--- src/rtl/gemm_result_reader_if.sv ---
// rtl/gemm_result_reader_if.sv - result stream handshake bundle for the GeMM C-matrix reader
interface gemm_result_reader_if #(
  parameter int DataWidth = 32
) ();
  logic [DataWidth-1:0] out_data;
  logic                 out_valid;
  logic                 out_ready;
  logic                 out_last;

  modport master (output out_data, output out_valid, output out_last, input out_ready);
  modport slave  (input out_data, input out_valid, input out_last, output out_ready);
endinterface

--- src/rtl/gemm_result_reader.sv ---
// rtl/gemm_result_reader.sv - drains matrix C from the output SRAM onto a backpressured stream
module gemm_result_reader #(
  parameter int OutDataWidth  = 32,
  parameter int AddrWidth     = 12,
  parameter int SizeAddrWidth = 8
) (
  input  logic                     clk_i,
  input  logic                     rst_ni,
  input  logic                     start_i,
  input  logic [SizeAddrWidth-1:0] M_size_i,
  input  logic [SizeAddrWidth-1:0] N_size_i,
  input  logic [AddrWidth-1:0]     base_addr_i,
  output logic [AddrWidth-1:0]     sram_c_addr_o,
  output logic                     sram_c_req_o,
  input  logic [OutDataWidth-1:0]  sram_c_rdata_i,
  gemm_result_reader_if.master     res,
  output logic                     busy_o,
  output logic                     done_o
);
  localparam int TotW = 2 * SizeAddrWidth;

  typedef enum logic [1:0] {IDLE, READ, DRAIN} state_e;

  state_e                  state_q, state_d;
  logic [TotW-1:0]         total_q, idx_q, total_new;
  logic [AddrWidth-1:0]    base_q;
  logic                    zero_done_q, zero_done_d;
  logic                    inflight_q, inflight_last_q;
  logic [OutDataWidth-1:0] fifo_data [2];
  logic [1:0]              fifo_last;
  logic                    wr_ptr_q, rd_ptr_q;
  logic [1:0]              count_q;
  logic                    accept, issue, final_idx, push, pop, drained;
  logic [2:0]              pending;

  assign total_new = TotW'(M_size_i) * TotW'(N_size_i);
  assign push      = inflight_q;
  assign pop       = res.out_valid & res.out_ready;
  // Counting this cycle's pop lets a read issue into the slot being freed, so a
  // ready sink sees one word per cycle with only two slots of storage.
  assign pending   = 3'(count_q) + 3'(inflight_q) - 3'(pop);
  assign final_idx = (idx_q == total_q - TotW'(1));
  assign drained   = (count_q == 2'd0) && !inflight_q;

  always_comb begin
    state_d     = state_q;
    zero_done_d = 1'b0;
    issue       = 1'b0;
    accept      = 1'b0;
    done_o      = zero_done_q;
    case (state_q)
      IDLE: begin
        if (start_i && !zero_done_q) begin
          accept = 1'b1;
          if (total_new == '0) zero_done_d = 1'b1;
          else                 state_d     = READ;
        end
      end
      READ: begin
        if (pending < 3'd2) begin
          issue = 1'b1;
          if (final_idx) state_d = DRAIN;
        end
      end
      DRAIN: begin
        if (drained) begin
          done_o  = 1'b1;
          state_d = IDLE;
        end
      end
      default: state_d = IDLE;
    endcase
  end

  assign sram_c_req_o  = issue;
  assign sram_c_addr_o = issue ? base_q + AddrWidth'(idx_q) : '0;
  assign busy_o        = (state_q != IDLE) || zero_done_q;

  assign res.out_valid = (count_q != 2'd0);
  assign res.out_data  = res.out_valid ? fifo_data[rd_ptr_q] : '0;
  assign res.out_last  = res.out_valid & fifo_last[rd_ptr_q];

  always_ff @(posedge clk_i) begin
    if (!rst_ni) begin
      state_q         <= IDLE;
      zero_done_q     <= 1'b0;
      total_q         <= '0;
      idx_q           <= '0;
      base_q          <= '0;
      inflight_q      <= 1'b0;
      inflight_last_q <= 1'b0;
      fifo_data[0]    <= '0;
      fifo_data[1]    <= '0;
      fifo_last       <= '0;
      wr_ptr_q        <= 1'b0;
      rd_ptr_q        <= 1'b0;
      count_q         <= '0;
    end else begin
      state_q     <= state_d;
      zero_done_q <= zero_done_d;
      if (accept) begin
        total_q <= total_new;
        base_q  <= base_addr_i;
        idx_q   <= '0;
      end else if (issue) begin
        idx_q <= idx_q + TotW'(1);
      end
      inflight_q      <= issue;
      inflight_last_q <= issue && final_idx;
      if (push) begin
        fifo_data[wr_ptr_q] <= sram_c_rdata_i;
        fifo_last[wr_ptr_q] <= inflight_last_q;
        wr_ptr_q            <= ~wr_ptr_q;
      end
      if (pop) rd_ptr_q <= ~rd_ptr_q;
      count_q <= count_q + 2'(push) - 2'(pop);
    end
  end
endmodule

--- src/flat_wrapper.sv ---
// flat-port wrapper written by rule: the top's interface ports become plain ports
module gemm_result_reader_flat 
#(
  parameter int OutDataWidth  = 32,
  parameter int AddrWidth     = 12,
  parameter int SizeAddrWidth = 8
)
  (clk_i, rst_ni, start_i, M_size_i, N_size_i, base_addr_i, sram_c_addr_o, sram_c_req_o, sram_c_rdata_i, busy_o, done_o, res_out_data, res_out_valid, res_out_last, res_out_ready);
  gemm_result_reader_if #(.DataWidth(32)) res_i ();
  input  logic clk_i;
  input  logic rst_ni;
  input  logic start_i;
  input  logic [SizeAddrWidth-1:0] M_size_i;
  input  logic [SizeAddrWidth-1:0] N_size_i;
  input  logic [AddrWidth-1:0] base_addr_i;
  output logic [AddrWidth-1:0] sram_c_addr_o;
  output logic sram_c_req_o;
  input  logic [OutDataWidth-1:0] sram_c_rdata_i;
  output logic busy_o;
  output logic done_o;
  output wire logic [$bits(res_i.out_data)-1:0] res_out_data;
  output wire logic [$bits(res_i.out_valid)-1:0] res_out_valid;
  output wire logic [$bits(res_i.out_last)-1:0] res_out_last;
  input wire logic [$bits(res_i.out_ready)-1:0] res_out_ready;
  assign res_out_data = res_i.out_data;
  assign res_out_valid = res_i.out_valid;
  assign res_out_last = res_i.out_last;
  assign res_i.out_ready = res_out_ready;
  gemm_result_reader #(.OutDataWidth(OutDataWidth), .AddrWidth(AddrWidth), .SizeAddrWidth(SizeAddrWidth)) u_core (.clk_i(clk_i), .rst_ni(rst_ni), .start_i(start_i), .M_size_i(M_size_i), .N_size_i(N_size_i), .base_addr_i(base_addr_i), .sram_c_addr_o(sram_c_addr_o), .sram_c_req_o(sram_c_req_o), .sram_c_rdata_i(sram_c_rdata_i), .res(res_i), .busy_o(busy_o), .done_o(done_o));
endmodule
--- config.mk ---
export PLATFORM = sky130hd
export DESIGN_NAME = gemm_result_reader_flat
export DESIGN_NICKNAME = d
export VERILOG_FILES = /design/src/rtl/gemm_result_reader_if.sv /design/src/rtl/gemm_result_reader.sv /design/src/flat_wrapper.sv
export SDC_FILE = /design/constraint.sdc
export NUM_CORES = 1
export LEC_CHECK = 0
export ABC_CLOCK_PERIOD_IN_PS = 8600
export BUFFER_PORTS_ARGS = -buffer_cell sky130_fd_sc_hd__buf_2
export CAP_MARGIN = 20
export CORE_UTILIZATION = 50
export CTS_BUF_LIST = sky130_fd_sc_hd__clkbuf_16
export DETAILED_ROUTE_END_ITERATION = 7
export GPL_TIMING_DRIVEN = 0
export HOLD_SLACK_MARGIN = 0.15
export PLACE_DENSITY = 0.71
export SETUP_SLACK_MARGIN = 0.15
export SLEW_MARGIN = 15
export SYNTH_ARGS = -nofsm -noshare
export SYNTH_HDL_FRONTEND = slang
export SYNTH_SLANG_ARGS = --single-unit
--- constraint.sdc ---
create_clock -name clk_i -period 8.6 [get_ports clk_i]
set_input_delay 0 -clock clk_i [delete_from_list [all_inputs] [get_ports clk_i]]
set_output_delay 0 -clock clk_i [all_outputs]
set_load 0.01 [all_outputs]
# After elaboration in Yosys (flattened, before gate mapping)
# Memories as Yosys holds them, arrays and structs flattened. A register that Yosys moved wholly into a read port is not among the register bits.
# Index checks and enable logic that the tools add are counted.
# Widths: inputs -> output; s select.
[word_totals]
mem_bits_rw = 64
ff_bits = 55
out_inout_bits = 49
wordCells = 82
n_memories = 1
in_bits = 64
[mem_list]
columns = ["name", "depth", "width", "rd", "rd_clocked_by_memory_dff", "wr", "line", "text"]
rows = [
  ["u_core.fifo_data", 2, 32, 1, 1, 2, "gemm_result_reader.sv:29", "logic [OutDataWidth-1:0] fifo_data [2];"],
]
[classes]
n_mul = 1
bitwise = 5
n_reduce_logical = 16
add_sub_neg = 7
muxes = 29
magnitude_cmp = 4
eq_ne = 8
[op_table]
columns = ["operator", "count"]
rows = [
  ["$mux 32", 2],
  ["$reduce_or 32->1", 1],
  ["$mux 1", 18],
  ["$add 16x1->16 const B", 1],
  ["$eq 16x16->1", 1],
  ["$logic_not 16->1", 1],
  ["$mul 8x8->16", 1],
  ["$sub 16x1->16 const B", 1],
  ["$add 12x12->12", 1],
  ["$mux 12", 1],
  ["$mux 2", 5],
  ["$ne 2x1->1 const B", 4],
  ["$pmux 2 s3", 1],
  ["$reduce_and 5->1", 1],
  ["$logic_and 1x1->1", 4],
  ["$logic_not 2->1", 2],
  ["$lt 1x2->1 const B", 2],
  ["$reduce_bool 2->1", 2],
  ["$add 2x1->3", 1],
  ["$lt 3x2->1 const B", 1],
  ["$not 1->1", 3],
  ["$reduce_and 3->1", 1],
  ["$sub 3x1->3", 1],
  ["$add 2x1->2", 1],
  ["11 further kinds", 13],
]

# Logic depth before layout (Yosys ltp)
[logic_depth]
word_depth = 7
depth_mapped = 18
depth_no_buf = 18

# Worst setup path after synthesis
# No wires, ideal clock.
[synth_path]
kind = "input -> register"
startpoint = "input N_size_i[4]"
endpoint = "register u_core.zero_done_q"
n_path_buf = 0
required_ns = 8.527
path_stages = 16
path_slack_ns = 3.965
arrival_ns = 4.562
setup_time_ns = 0.073
path_cell_list = "and2_1 -> fa_1 -> fa_1 -> inv_1 -> fa_1 -> fa_1 -> inv_1 -> ha_1 -> o21ai_1 -> o21bai_1 -> or4_1 -> a221oi_2 -> xnor2_1 -> or4_1 -> or4_1 -> nor3_2"
[synth_via]
elab_chain_cells = 3
[synth_lines]
columns = ["element", "line", "text"]
rows = [
  ["start: declaration", "flat_wrapper.sv:14", "input logic [SizeAddrWidth-1:0] N_size_i;"],
  ["$mul 8x8->16", "gemm_result_reader.sv:36", "assign total_new = TotW'(M_size_i) * TotW'(N_size_i);"],
  ["$logic_not 16->1", "gemm_result_reader.sv:55", "if (total_new == '0) zero_done_d = 1'b1;"],
  ["$mux 1", "gemm_result_reader.sv:55", ""],
  ["end signal: assignment", "gemm_result_reader.sv:100", "zero_done_q <= zero_done_d;"],
  ["end: declaration", "gemm_result_reader.sv:27", "logic zero_done_q, zero_done_d;"],
]
# No other way between the ends.
# A chain may end at the register's enable or synchronous reset.

# Worst setup path after layout
[layout_path]
startpoint = "input M_size_i[0]"
endpoint = "register u_core.zero_done_q"
[layout_via]
elab_chain_cells = 3
[layout_lines]
columns = ["element", "line", "text"]
rows = [
  ["start: declaration", "flat_wrapper.sv:13", "input logic [SizeAddrWidth-1:0] M_size_i;"],
  ["$mul 8x8->16", "gemm_result_reader.sv:36", ""],
  ["$logic_not 16->1", "gemm_result_reader.sv:55", ""],
  ["$mux 1", "gemm_result_reader.sv:55", ""],
]
# No other way between the ends.

==> impl_metrics.yaml <==
floorplan:
  num_rows: 46
  die_y_um: 129
  io_pins: 113
  dieArea_um2: 16700
  fp.dieW_um: 129
  coreArea_um2: 15800
  start_util_pct: 51.2
critical_path:
  rrSetupSlack_ns: 4.67
  crit_arrival_ns: 5.45
  endpoint_kind: "flop"
  crit_end: "u_core.zero_done_q"
  cp-start-kind: "primary input"
  crit_path_start: "M_size_i[0]"
  cp.required_ns: 8.94
  rr_endpoint: "u_core.idx_q[14]"
  worstSetupPathType: "primary input to flop"
  worst_r2r_path_depth: 16
  crit_path_max_fanout: 9
  r2r_start: "u_core.count_q[1]"
cells_and_area:
  fin_util_pct: 63.1
  layout_commonest_cell: "and2_1"
  final_net_count: 1173
  n_antenna_cell: 0
  design_area_um2: 9990
  layout_common_cells: "and2_1, buf_2, nand2_1, nor2_1, edfxtp_1"
  drive_gt1_share_pct: 14.7
  instances_no_fill: 1249
  syn_to_final_growth_pct: 23.4
global_routing:
  grt_max_degree: 33
  antenna_found_initial: 0
  grt_pass1_wl_mm: 28.9
  grt_usage_pct: 22.0
  grt.overflow.total: 0
  grt_pass1_vias: 6218
yosys:
  ys.flop_type: "edfxtp_1"
  synthSimpleGateAreaFrac_pct: 22.4
  synth_top_area_share_pct: 23.7
  synth-xor-area-share_pct: 6.16
  synth_fa_ha_area_share_pct: 17.3
  synthMuxAreaShare_pct: 4.97
  syn_inst: 840
  synthArstFlopShare_pct: 0
  syn_avg_cell_area_um2: 9.64
  yosys-top-cells-area: "edfxtp_1, dfxtp_1, and2_1"
  synth-seq-cells: 120
  synth_edf_count: 64
  synth_area_um2: 8100
  ys.warnings.count: 0
  ys_types: 50
  ys_seq_area_share_pct: 37.6
  synth-compound-area-share_pct: 7.66
  yosys.area.top_type: "edfxtp_1"
  synth_top_family_by_area: "simple AND/OR/NAND/NOR gates"
  syn-num-nets: 993
detailed_routing:
  drt_wl_total_mm: 17.7
  first_pass_iters: 4
  ant_nets: 0
  route.met3.wl_um: 404
  drc_errors: 0
  post_drt_wl_per_cell_um: 14.1
  vias: 6294
  wirelength_met1_mm: 8.07
  wl_met2_mm: 8.90
  vias_per_cell: 5.04
  drt_iter0_markers: 296
  top_layer: "met4"
power_and_ir_drop:
  p_int_w: 0.00150
  pwr-share-clk_pct: 28.5
  vdd_drop_max_mv: 0.146
  power.density_nw_per_um2: 238
  p_switching_w: 0.000882
  switching_share_pct: 37.1
  combinationalPowerShare_pct: 40.9
  p_seq_share_pct: 30.6
  power_leakage_nw: 4.34
run_status:
  status: "completed"
place:
  place_congestion: 0.785
  portBuffers: 112
  post_dp_cell_area_um2: 8930
  pre_cts_slack_ns: 3.50
  post-place-cells: 1168
  dp_hpwl_mm: 12.6
timing:
  fin_crit_sh_pct: 59.4
  clock_skew_ns: 0.00764
  finalWorstSetupSlack_ns: 3.49
  timing.final.max_slew_violations: 0
  rsz0062_at_grt: "false"
  hold_viol: 0
  finalCriticalPeriod_ns: 5.11
  slew_headroom_pct: 30.5
  worst_slew_pin_slew_ns: 1.03
  max_freq_mhz: 196
  setup_viol: 0
  fin_tns_setup_ns: 0
cts:
  insertion_delay_ns: 0.42
  cts_sinks: 120
  cts_root_buf: "clkbuf_16"
  h-tree-depth: 4
  cts_tree: "built"
  cts_made_buffers: 17
  cts_buffer_depth: 2
  clkTransAtPathRegs_ns: 0.06
  cts_setup_buffers: 0
hold_path:
  hold_depth: 5
  hp-class: "primary input to flop"
job:
  drv_cap: 0
metal layers:
layer / vias to the layer above / global-route usage [%]
met5: - / 0
met4: 0 / 6.99
met3: 21 / 2.97
met2: 98 / 39.6
met1: 2976 / 27.3
li1: 3199 / -
kinds of logic (layout without fill, tap and decap cells):
logic type | Yosys count | in the layout
AOI/OAI and AO/OA | 90 | 90
adders and majority gates | 89 | 89
xor gates and xnor gates | 57 | 57
buffers and inverters | 86 | 279
and+or+nand+nor | 358 | 358
muxes | 40 | 40
DFF | 120 | 120
power groups by stage:
stage / Sequential (W) / Clock (W) / Combinational, W
finish: 0.000728 / 0.000678 / 0.000974
global route: 0.000736 / 0.000713 / 0.00110
CTS: 0.000726 / 0.000685 / 0.000981
detailed placement: 0.000737 / 0 / 0.000960
global placement: 0.000736 / 0 / 0.000939
floorplan: 0.000725 / 0 / 0.000719
sequential cells by signal (all words and copies together) (netlist names), named ones only:
register                cells
u_core.fifo_last            2
u_core.fifo_data           64
u_core.inflight_last_q      1
u_core.total_q             16
u_core.count_q              2
u_core.zero_done_q          1
u_core.wr_ptr_q             1
u_core.state_q              2
u_core.rd_ptr_q             1
u_core.inflight_q           1
u_core.base_q              12
u_core.idx_q               16
layout make-up:
class | instances | area, um2
Clock inverter | 15 | 144
Buffer | 30 | 113
Clock buffer | 17 | 425
Tap cell | 216 | 270
Sequential cell | 120 | 3040
Multi-Input combinational cell | 634 | 4740
Timing Repair Buffer | 161 | 1050
Fill cell | 1335 | 5830
Inverter | 56 | 210
metrics by stage:
step / total power (W) / hold WS, ns
floorplan: 0.00144 / 0.145
global placement: 0.00167 / 0.257
detailed placement: 0.00170 / 0.259
CTS: 0.00239 / 0.244
global route: 0.00255 / 0.286
finish: 0.00238 / 0.244
critical path, stage by stage:
cell,delay [ns]
dlygate4sd3_1,0.52
buf_2,0.20
nand2_1,0.10
fa_1,0.51
fa_1,0.54
inv_1,0.06
fa_1,0.53
inv_1,0.06
fa_1,0.52
inv_1,0.04
ha_1,0.35
o211ai_1,0.20
nand2_1,0.09
and3_1,0.20
a221oi_2,0.30
xnor2_1,0.12
or4_1,0.54
or4_1,0.43
nor3_2,0.15
worst min path at each step:
stage	end	startpoint
final	u_core.total_q[1]	N_size_i[1]
after global routing	u_core.total_q[1]	N_size_i[1]
after CTS	u_core.total_q[1]	N_size_i[1]
after detailed placement	u_core.base_q[8]	base_addr_i[8]
after global placement	u_core.base_q[9]	base_addr_i[9]
after floorplan	u_core.base_q[11]	base_addr_i[11]
cell usage after synthesis (6+ instances only):
cell type,n
inv_1,55
a21oi_1,18
nor3_1,15
a21boi_0,24
clkbuf_1,26
nor2_1,77
edfxtp_1,64
nand3_1,14
ha_1,51
nand4_1,8
fa_1,38
nor2b_1,8
nand2_1,87
mux2i_1,38
dfxtp_1,56
xor2_1,24
and2_1,126
a31oi_1,6
xnor2_1,33
o21ai_0,12
repair_timing:
item | CTS | global route
setup endpoints to repair | 0 | 0
gates resized for setup | 0 | 0
endpoints found under the hold margin | 86 | 0
hold buffers | 49 | 0
(Power assumes the default switching activity.)
